[src/rtl/ble_uart_tx.sv]
// ble_uart_tx
// 8N1 UART transmitter (LSB first) that drives the BLE module's RX pin.
// Bytes are accepted through a valid/ready handshake into a small circular
// FIFO. They are then serialised back-to-back, with all bit timing taken from
// a single-clock baud counter.
//
// Ports:
//   sys_clk   in   system clock
//   rst_n     in   asynchronous active-low reset
//   tx_data   in   [7:0] byte to send
//   tx_valid  in   tx_data valid
//   tx_ready  out  FIFO can accept a byte (not full), combinational from count
//   ble_txd   out  serial line to the BLE module, idle high (registered)
//   tx_busy   out  FIFO non-empty or frame in progress (registered)
//   tx_done   out  one-cycle pulse after the last stop-bit cycle (registered)
module ble_uart_tx #(
  parameter int CLKS_PER_BIT = 434,
  parameter int FIFO_DEPTH   = 4
) (
  input  logic       sys_clk,
  input  logic       rst_n,
  input  logic [7:0] tx_data,
  input  logic       tx_valid,
  output logic       tx_ready,
  output logic       ble_txd,
  output logic       tx_busy,
  output logic       tx_done
);

  localparam int PW = $clog2(FIFO_DEPTH);
  localparam int CW = PW + 1;
  localparam int BW = $clog2(CLKS_PER_BIT);
  localparam logic [BW-1:0] BAUD_LAST  = BW'(CLKS_PER_BIT - 1);
  localparam logic [CW-1:0] FULL_COUNT = CW'(FIFO_DEPTH);

  typedef enum logic [1:0] {IDLE, START, DATA, STOP} state_t;

  state_t        state;
  logic [7:0]    mem [FIFO_DEPTH];
  logic [PW-1:0] wr_ptr;
  logic [PW-1:0] rd_ptr;
  logic [CW-1:0] count;
  logic [CW-1:0] count_nxt;
  logic [7:0]    shift_reg;
  logic [BW-1:0] baud_cnt;
  logic [2:0]    bit_idx;
  logic          push;
  logic          pop;
  logic          bit_end;

  assign tx_ready = (count != FULL_COUNT);
  assign push     = tx_valid && tx_ready;
  assign bit_end  = (baud_cnt == BAUD_LAST);

  // The FSM takes the head byte either when it is idle, or at the end of a
  // stop bit so the next frame starts with no gap.
  assign pop = (count != '0) &&
               ((state == IDLE) || ((state == STOP) && bit_end));

  always_comb begin
    count_nxt = count;
    if (push && !pop) begin
      count_nxt = count + 1'b1;
    end else if (pop && !push) begin
      count_nxt = count - 1'b1;
    end
  end

  // Storage needs no reset: an entry is only read after it has been written.
  always_ff @(posedge sys_clk) begin
    if (push) begin
      mem[wr_ptr] <= tx_data;
    end
  end

  // The pointers wrap naturally because FIFO_DEPTH is a power of two.
  always_ff @(posedge sys_clk or negedge rst_n) begin
    if (!rst_n) begin
      wr_ptr <= '0;
      rd_ptr <= '0;
      count  <= '0;
    end else begin
      if (push) begin
        wr_ptr <= wr_ptr + 1'b1;
      end
      if (pop) begin
        rd_ptr <= rd_ptr + 1'b1;
      end
      count <= count_nxt;
    end
  end

  // tx_busy is computed from the next occupancy. This makes it fall on the
  // same edge that raises the final tx_done when nothing else is queued.
  always_ff @(posedge sys_clk or negedge rst_n) begin
    if (!rst_n) begin
      state     <= IDLE;
      ble_txd   <= 1'b1;
      tx_done   <= 1'b0;
      tx_busy   <= 1'b0;
      shift_reg <= '0;
      baud_cnt  <= '0;
      bit_idx   <= '0;
    end else begin
      tx_done <= 1'b0;
      case (state)
        IDLE: begin
          ble_txd <= 1'b1;
          tx_busy <= (count_nxt != '0);
          if (pop) begin
            shift_reg <= mem[rd_ptr];
            baud_cnt  <= '0;
            ble_txd   <= 1'b0;
            tx_busy   <= 1'b1;
            state     <= START;
          end
        end
        START: begin
          tx_busy <= 1'b1;
          if (bit_end) begin
            baud_cnt <= '0;
            bit_idx  <= '0;
            ble_txd  <= shift_reg[0];
            state    <= DATA;
          end else begin
            baud_cnt <= baud_cnt + 1'b1;
          end
        end
        DATA: begin
          tx_busy <= 1'b1;
          if (bit_end) begin
            baud_cnt  <= '0;
            shift_reg <= {1'b0, shift_reg[7:1]};
            bit_idx   <= bit_idx + 1'b1;
            if (bit_idx == 3'd7) begin
              ble_txd <= 1'b1;
              state   <= STOP;
            end else begin
              // shift_reg[1] becomes bit 0 after this edge's shift.
              ble_txd <= shift_reg[1];
            end
          end else begin
            baud_cnt <= baud_cnt + 1'b1;
          end
        end
        STOP: begin
          if (bit_end) begin
            tx_done  <= 1'b1;
            baud_cnt <= '0;
            if (pop) begin
              shift_reg <= mem[rd_ptr];
              ble_txd   <= 1'b0;
              tx_busy   <= 1'b1;
              state     <= START;
            end else begin
              tx_busy <= (count_nxt != '0);
              state   <= IDLE;
            end
          end else begin
            tx_busy  <= 1'b1;
            baud_cnt <= baud_cnt + 1'b1;
          end
        end
        default: begin
          state    <= IDLE;
          ble_txd  <= 1'b1;
          baud_cnt <= '0;
          bit_idx  <= '0;
          tx_busy  <= (count_nxt != '0);
        end
      endcase
    end
  end

endmodule
[config.mk]
export PLATFORM = sky130hd
export DESIGN_NAME = ble_uart_tx
export DESIGN_NICKNAME = d
export VERILOG_FILES = /design/src/rtl/ble_uart_tx.sv
export SDC_FILE = /design/constraint.sdc
export NUM_CORES = 1
export LEC_CHECK = 0
export ABC_AREA = 1
export CAP_MARGIN = 20
export CORE_AREA = 4 4 81 83
export DETAILED_ROUTE_END_ITERATION = 8
export DIE_AREA = 0 0 85 87
export PLACE_DENSITY = 0.71
export SLEW_MARGIN = 20
export SYNTH_ARGS = -nofsm -noshare
export SYNTH_HDL_FRONTEND = slang
export SYNTH_SLANG_ARGS = --single-unit
export TNS_END_PERCENT = 10
[constraint.sdc]
create_clock -name sys_clk -period 2 [get_ports sys_clk]
set_clock_uncertainty 0.2 [all_clocks]
set_input_delay 0.4 -clock sys_clk [delete_from_list [all_inputs] [get_ports sys_clk]]
set_output_delay 0.4 -clock sys_clk [all_outputs]
set_load 0.03 [all_outputs]
Word-level counts from Yosys, hierarchy flattened --
Memories as Yosys holds them, arrays and structs flattened. Cells that the tools add are included. Widths: inputs -> output; s select.
Word-level totals: RAM bits 32, output and inout bits 4, word-level logic and storage cells 81, memories 1, register bits 32, input bits 11
Cells by class: add/subtract/negate cells 6, muxes and demuxes 33, reductions and logical operators 19, equality and inequality tests 12
Memories:
- mem | depth 4, bits a word 8, read ports 1, clocked after Yosys merged registers in 0, write ports 1, line 39 | logic [7:0] mem [FIFO_DEPTH];
Operator list (count):
- $mux 8 | 3
- $pmux 8 s3 | 1
- $mux 9 | 2
- $pmux 9 s2 | 1
- $mux 1 | 13
- $mux 3 | 4
- $ne 2x2->1 const B | 6
- $mux 2 | 5
- $add 9x1->9 const B | 1
- $eq 9x9->1 const B | 1
- $reduce_bool 3->1 | 3
- $pmux 2 s4 | 1
- $add 3x1->3 const B | 2
- $pmux 3 s2 | 1
- $reduce_and 3->1 | 2
- $logic_and 1x1->1 | 5
- $reduce_and 5->1 | 1
- $add 2x1->2 const B | 2
- $eq 2x2->1 const B | 2
- $pmux 1 s4 | 1
- $reduce_and 4->1 | 1
- $eq 3x3->1 const B | 1
- $ne 3x3->1 const B | 1
- $pmux 1 s3 | 1
- 8 further kinds | 9

Depth between registers and ports, before layout --
depth after elaboration 11, depth in mapped cells 15, depth with buffers taken out 15

Least setup slack after synthesis --
Ideal clock, no wire load.
path type register to register, start register count[0], end memory mem[0][0], enable pin, buffers on the path 0, data required time 1.429 ns, library setup time 0.371 ns, data arrival time 1.475 ns, period minus slack after synthesis 2.045 ns, slack -0.045 ns, cell stages (with the launch flop) 6, cells stage by stage dfrtp_1 -> inv_1 -> ha_1 -> nand2_1 -> nand2_2 -> nor2_1
Between the ends: longest elaborated chain between the ends 4
RTL lines:
- start, declared | line 42 | logic [CW-1:0] count;
- start signal, assigned | line 89 | count <= count_nxt;
- $ne 3x3->1 | line 51 | assign tx_ready = (count != FULL_COUNT);
- via tx_ready | line 24 | output logic tx_ready,
- $logic_and 1x1->1 | line 52 | assign push = tx_valid && tx_ready;
- $mux 1 | line 71 | if (push) begin
- $mux 1 (implied by the code) | line 72 | mem[wr_ptr] <= tx_data;
- end, declared | line 39
The timed path passes the listed nets, and every way through them passes these cells.

Worst setup path in the final report --
start register baud_cnt[1], end register tx_busy
Between the ends: longest elaborated chain between the ends 11, elaborated cells between the ends (all ways) 13, those cells by class eq/ne: 1; mux: 5; reduce/logical: 7
RTL lines:
- start, declared | line 45 | logic [BW-1:0] baud_cnt;
- start signal, assigned | line 126 | baud_cnt <= baud_cnt + 1'b1;
- start signal, assigned | line 143 | baud_cnt <= baud_cnt + 1'b1;
- start signal, assigned | line 161 | baud_cnt <= baud_cnt + 1'b1;
- $eq 9x9->1 * | line 53 | assign bit_end = (baud_cnt == BAUD_LAST);
- $logic_and 1x1->1 | line 58 | ((state == IDLE) || ((state == STOP) && bit_end));
- $logic_or 1x1->1 | line 58
- $logic_and 1x1->1 | line 57 | assign pop = (count != '0) &&
- $logic_and 1x1->1 / $logic_not 1->1 (equally long branches) | line 64, 62
- $mux 3 / $logic_and 1x1->1 (equally long branches) | line 64, 62
- $mux 3 | line 62 | if (push && !pop) begin
- $reduce_bool 3->1
- $mux 1 | line 110, 150
- $mux 1 | line 147 | if (bit_end) begin
- $pmux 1 s3 * | line 106 | case (state)
- end signal, assigned | line 109 | tx_busy <= (count_nxt != '0);
- end signal, assigned | line 156 | tx_busy <= (count_nxt != '0);
- end signal, assigned | line 169 | tx_busy <= (count_nxt != '0);
- end, declared | line 26 | output logic tx_busy,
Every way passes the cells marked *; elsewhere a longest branch is shown, timed or not. A chain may end at the register's enable or synchronous reset.

==> metrics.log <==
[metrics] result of the run: finished, final reports clean
[metrics] final design instance area without fill: 3780 um2
[metrics] Yosys top cell by area: sky130_fd_sc_hd__edfxtp_1
[metrics] unique cell type count in the Yosys netlist: 38
[metrics] Synthesized Nets: 317
[metrics] synth warn: 0
[metrics] sinks on the clock net: 64
[metrics] via count of the first global-routing pass: 2191
[metrics] root buffer cell: sky130_fd_sc_hd__clkbuf_8
[metrics] top-level I/O count: 15
[metrics] DR WL/cell: 14.9 um
[metrics] antenna violations before repair: 0
[metrics] combined area of the multi-input logic cells: 1260 um2
[metrics] mean instance size in the synthesized netlist: 10.6 um2
[metrics] utilization after layout: 64.6%
[metrics] setup slack at placement: -0.0859 ns
[metrics] width of the chip: 85 um
[metrics] Tightest Pin Transition: 0.511 ns
[metrics] tightest hold margin: 0.214 ns
[metrics] HPWL after DPL: 4.08 mm
[metrics] full die area: 7400 um2
[metrics] Tot GR Track Use: 17.3%
[metrics] count of endpoints failing setup in the final report: 0
[metrics] Max Cap Violations: 0
[metrics] fraction of final layout cells sized beyond drive strength 1: 22.9%
[metrics] maximum buffer depth of the clock tree: 2
[metrics] Critical Path, Cell by Cell: inv_2 -> ha_4 -> nand2_4 -> nor2_4 -> nand3_2 -> nand2_4 -> nand2_8 -> nand2_8 -> nand2_2 -> nand2_2 -> nand3_2 -> nor2_1 -> nand2_1 -> nand2_1 -> nand2_1
[metrics] Req. time, crit path: 2.03 ns
[metrics] PortBufs: 14
[metrics] area share of the largest cell type after synthesis: 31.4%
[metrics] start-to-end type of the worst setup path: reg -> reg
[metrics] synthesis-to-finish area growth: 23.5%
[metrics] cell leakage power: 1.58 nW
[metrics] maximum number of pins on one net before global-route repair: 33
[metrics] worst skew pair latency: 0.34 ns
[metrics] minimum setup slack in the final design: 0.0239 ns
[metrics] post-DR vias/cell: 5.43
[metrics] cts bufs inserted: 9
[metrics] category of the worst setup path capture point: flip-flop
[metrics] Seq/Total Area, Yosys: 57.6%
[metrics] CTS Hold Buffers Added: 0
[metrics] number of flip-flops under the largest register name: 32
[metrics] placed cell area: 3400 um2
[metrics] element type at the critical path start: flip-flop
[metrics] TritonCTS clock tree: built
[metrics] detailed router's first-iteration violation count: 164
[metrics] overall overflow remaining after global route: 0
[metrics] CTS clock-pin slew for the worst setup and hold paths: 0.08 ns
[metrics] maximum frequency from static timing analysis: 506 MHz
[metrics] Pwr per Cell Area: 1600 nW/um2
[metrics] maximum fanout along the worst path: 5
[metrics] wire length of the first global-routing pass: 9.89 mm
[metrics] Slew Viols, Final: 0
[metrics] arrival time at the worst endpoint: 2.01 ns
[metrics] leading post-synthesis cells by cell area: sky130_fd_sc_hd__edfxtp_1, sky130_fd_sc_hd__dfrtp_1, sky130_fd_sc_hd__ha_1
[metrics] final critical-path share of the clock period: 98.8%
[metrics] detailed-route DRC error count: 0
[metrics] crit-path most repeated cell: sky130_fd_sc_hd__nand2_1
[metrics] number of synthesized register bits: 64
[metrics] floorplan die height: 87 um
[metrics] Max VDD drop: 0.922 mV
[metrics] standard-cell rows: 28
[metrics] total via count in the routed design: 2230
[metrics] diodes inserted: 0
[metrics] slowest cell on the critical path: sky130_fd_sc_hd__dfrtp_1
[metrics] cell count after synthesis: 289
[metrics] H-tree levels: 3
[metrics] final hold vios: 0
[metrics] stage delay of the slowest cell on the critical path: 0.39 ns
[metrics] cell area after synthesis: 3060 um2
[metrics] RSZ-0062 raised after global routing: true
[metrics] CORE AREA: 5850 um2
[metrics] FF+latch area: 1760 um2
[metrics] global placer's final weighted congestion: 0.827
[metrics] Final min period: 1.98 ns
[metrics] Layout Nets: 359
[metrics] Post-DRT Antenna Nets: 0
[metrics] HP Class: in -> async
[metrics] initial core utilization: 52.3%
[metrics] fill cell count: 455
[metrics] remaining max-slew budget at the tightest pin: 65.9%
[metrics] wire length reported by the detailed router: 6.14 mm
[metrics] number of iterations in the first detailed-routing pass: 4
[metrics] total power draw: 6.06 mW
## worst max-delay path: cells and delay by family (launching register included)
| kind | cells | cell delay (ns) |
|---|---|---|
| simple gates | 13 | 1.05 |
| flops | 1 | 0.39 |
| fa+ha+maj | 1 | 0.13 |
| buf+inv | 1 | 0.08 |
## layout by cell type (no fill, tap or decap), types with 4 or more instances in the layout
| master | instances |
|---|---|
| sky130_fd_sc_hd__o21ai_2 | 8 |
| sky130_fd_sc_hd__clkdlybuf4s50_1 | 12 |
| sky130_fd_sc_hd__buf_4 | 23 |
| sky130_fd_sc_hd__nand2_1 | 40 |
| sky130_fd_sc_hd__inv_2 | 5 |
| sky130_fd_sc_hd__a21oi_1 | 8 |
| sky130_fd_sc_hd__dfrtp_1 | 31 |
| sky130_fd_sc_hd__nand2_2 | 4 |
| sky130_fd_sc_hd__clkbuf_8 | 9 |
| sky130_fd_sc_hd__ha_1 | 16 |
| sky130_fd_sc_hd__o221ai_1 | 6 |
| sky130_fd_sc_hd__xor2_1 | 5 |
| sky130_fd_sc_hd__o22ai_1 | 5 |
| sky130_fd_sc_hd__nor2_1 | 26 |
| sky130_fd_sc_hd__nand3_1 | 8 |
| sky130_fd_sc_hd__inv_1 | 22 |
| sky130_fd_sc_hd__o21ai_0 | 32 |
| sky130_fd_sc_hd__edfxtp_1 | 32 |
## layer usage
metal / vias up / wire length [um] / GRT usage (%) / part of all wire, %
met5: - / 0 / 0 / 0
met4: 0 / 151 / 8.92 / 2.5
met3: 16 / 289 / 4.64 / 4.7
met2: 55 / 2970 / 28.5 / 48
met1: 1071 / 2730 / 21.0 / 44
li1: 1088 / - / - / -
## path summary, 6_finish.rpt
path,endpoint,slack [ns],from,cells past startpoint
setup / recovery,tx_busy,0.02,baud_cnt[1],15
hold reg to reg,ble_txd,0.29,ble_txd,2
setup reg to reg,tx_busy,0.02,baud_cnt[1],15
hold / removal,baud_cnt[2],0.21,rst_n,2
max in group asynchronous,ble_txd,1.14,rst_n,2
min in group sys_clk,ble_txd,0.29,ble_txd,2
## per-stage QoR
step / TNS (ns) / instances
3_5_place_dp: -0.0859 / 389
2_1_floorplan: -1.48 / 289
4_1_cts: -0.152 / 405
5_1_grt: -0.446 / 411
3_3_place_gp: -0.0293 / 389
6_report: 0 / 411
## cell usage after synthesis
library cell                n
sky130_fd_sc_hd__nand2_1   44
sky130_fd_sc_hd__o21ai_0   33
sky130_fd_sc_hd__edfxtp_1  32
sky130_fd_sc_hd__dfrtp_1   31
sky130_fd_sc_hd__inv_1     27
sky130_fd_sc_hd__nor2_1    27
sky130_fd_sc_hd__ha_1      17
sky130_fd_sc_hd__nand3_1   10
sky130_fd_sc_hd__a21oi_1    9
sky130_fd_sc_hd__o21ai_2    8
sky130_fd_sc_hd__o221ai_1   6
sky130_fd_sc_hd__o22ai_1    5
sky130_fd_sc_hd__xor2_1     5
sky130_fd_sc_hd__clkbuf_1   3
sky130_fd_sc_hd__nand2_4    3
sky130_fd_sc_hd__xnor2_1    3
sky130_fd_sc_hd__buf_2      2
sky130_fd_sc_hd__inv_2      2
sky130_fd_sc_hd__nand2_2    2
sky130_fd_sc_hd__nor3_1     2
sky130_fd_sc_hd__a21boi_0   1
sky130_fd_sc_hd__a21oi_2    1
sky130_fd_sc_hd__a221o_1    1
sky130_fd_sc_hd__a22o_1     1
sky130_fd_sc_hd__buf_6      1
sky130_fd_sc_hd__clkbuf_2   1
sky130_fd_sc_hd__dfstp_2    1
sky130_fd_sc_hd__nand3_2    1
sky130_fd_sc_hd__nand3b_1   1
sky130_fd_sc_hd__nand4_1    1
sky130_fd_sc_hd__nor2_2     1
sky130_fd_sc_hd__nor3_2     1
sky130_fd_sc_hd__o211ai_1   1
sky130_fd_sc_hd__o211ai_4   1
sky130_fd_sc_hd__o21ai_1    1
sky130_fd_sc_hd__o31ai_1    1
sky130_fd_sc_hd__o32ai_1    1
sky130_fd_sc_hd__or2_2      1
## layout make-up
type,count,area share [%]
clock buffer,9,3.28
timing repair buffer,37,8.51
multi-input combinational,190,33.3
tap,75,2.48
sequential,64,46.6
inverter,29,3.05
clock inverter,7,2.75
## repair_timing
| item | CTS | global route |
|---|---|---|
| pin swaps | 0 | 9 |
| setup endpoints to repair | 8 | 12 |
| gates cloned | 0 | 1 |
| resized for setup | 1 | 25 |
| buffers inserted | 0 | 5 |
## cells by family after synthesis
kind of cell	Yosys count	share of synthesized area, %
fa+ha+maj	17	6.95
buf+inv	36	4.78
simple gates	94	13.7
xor+xnor	8	2.29
compound gates	70	14.7
flops	64	57.6
## where the power goes
part	internal, mW	switching, mW
logic	1.10	1.70
clock network	0.716	0.554
registers	1.78	0.209
total	3.60	2.46
(Power assumes the default switching activity.)
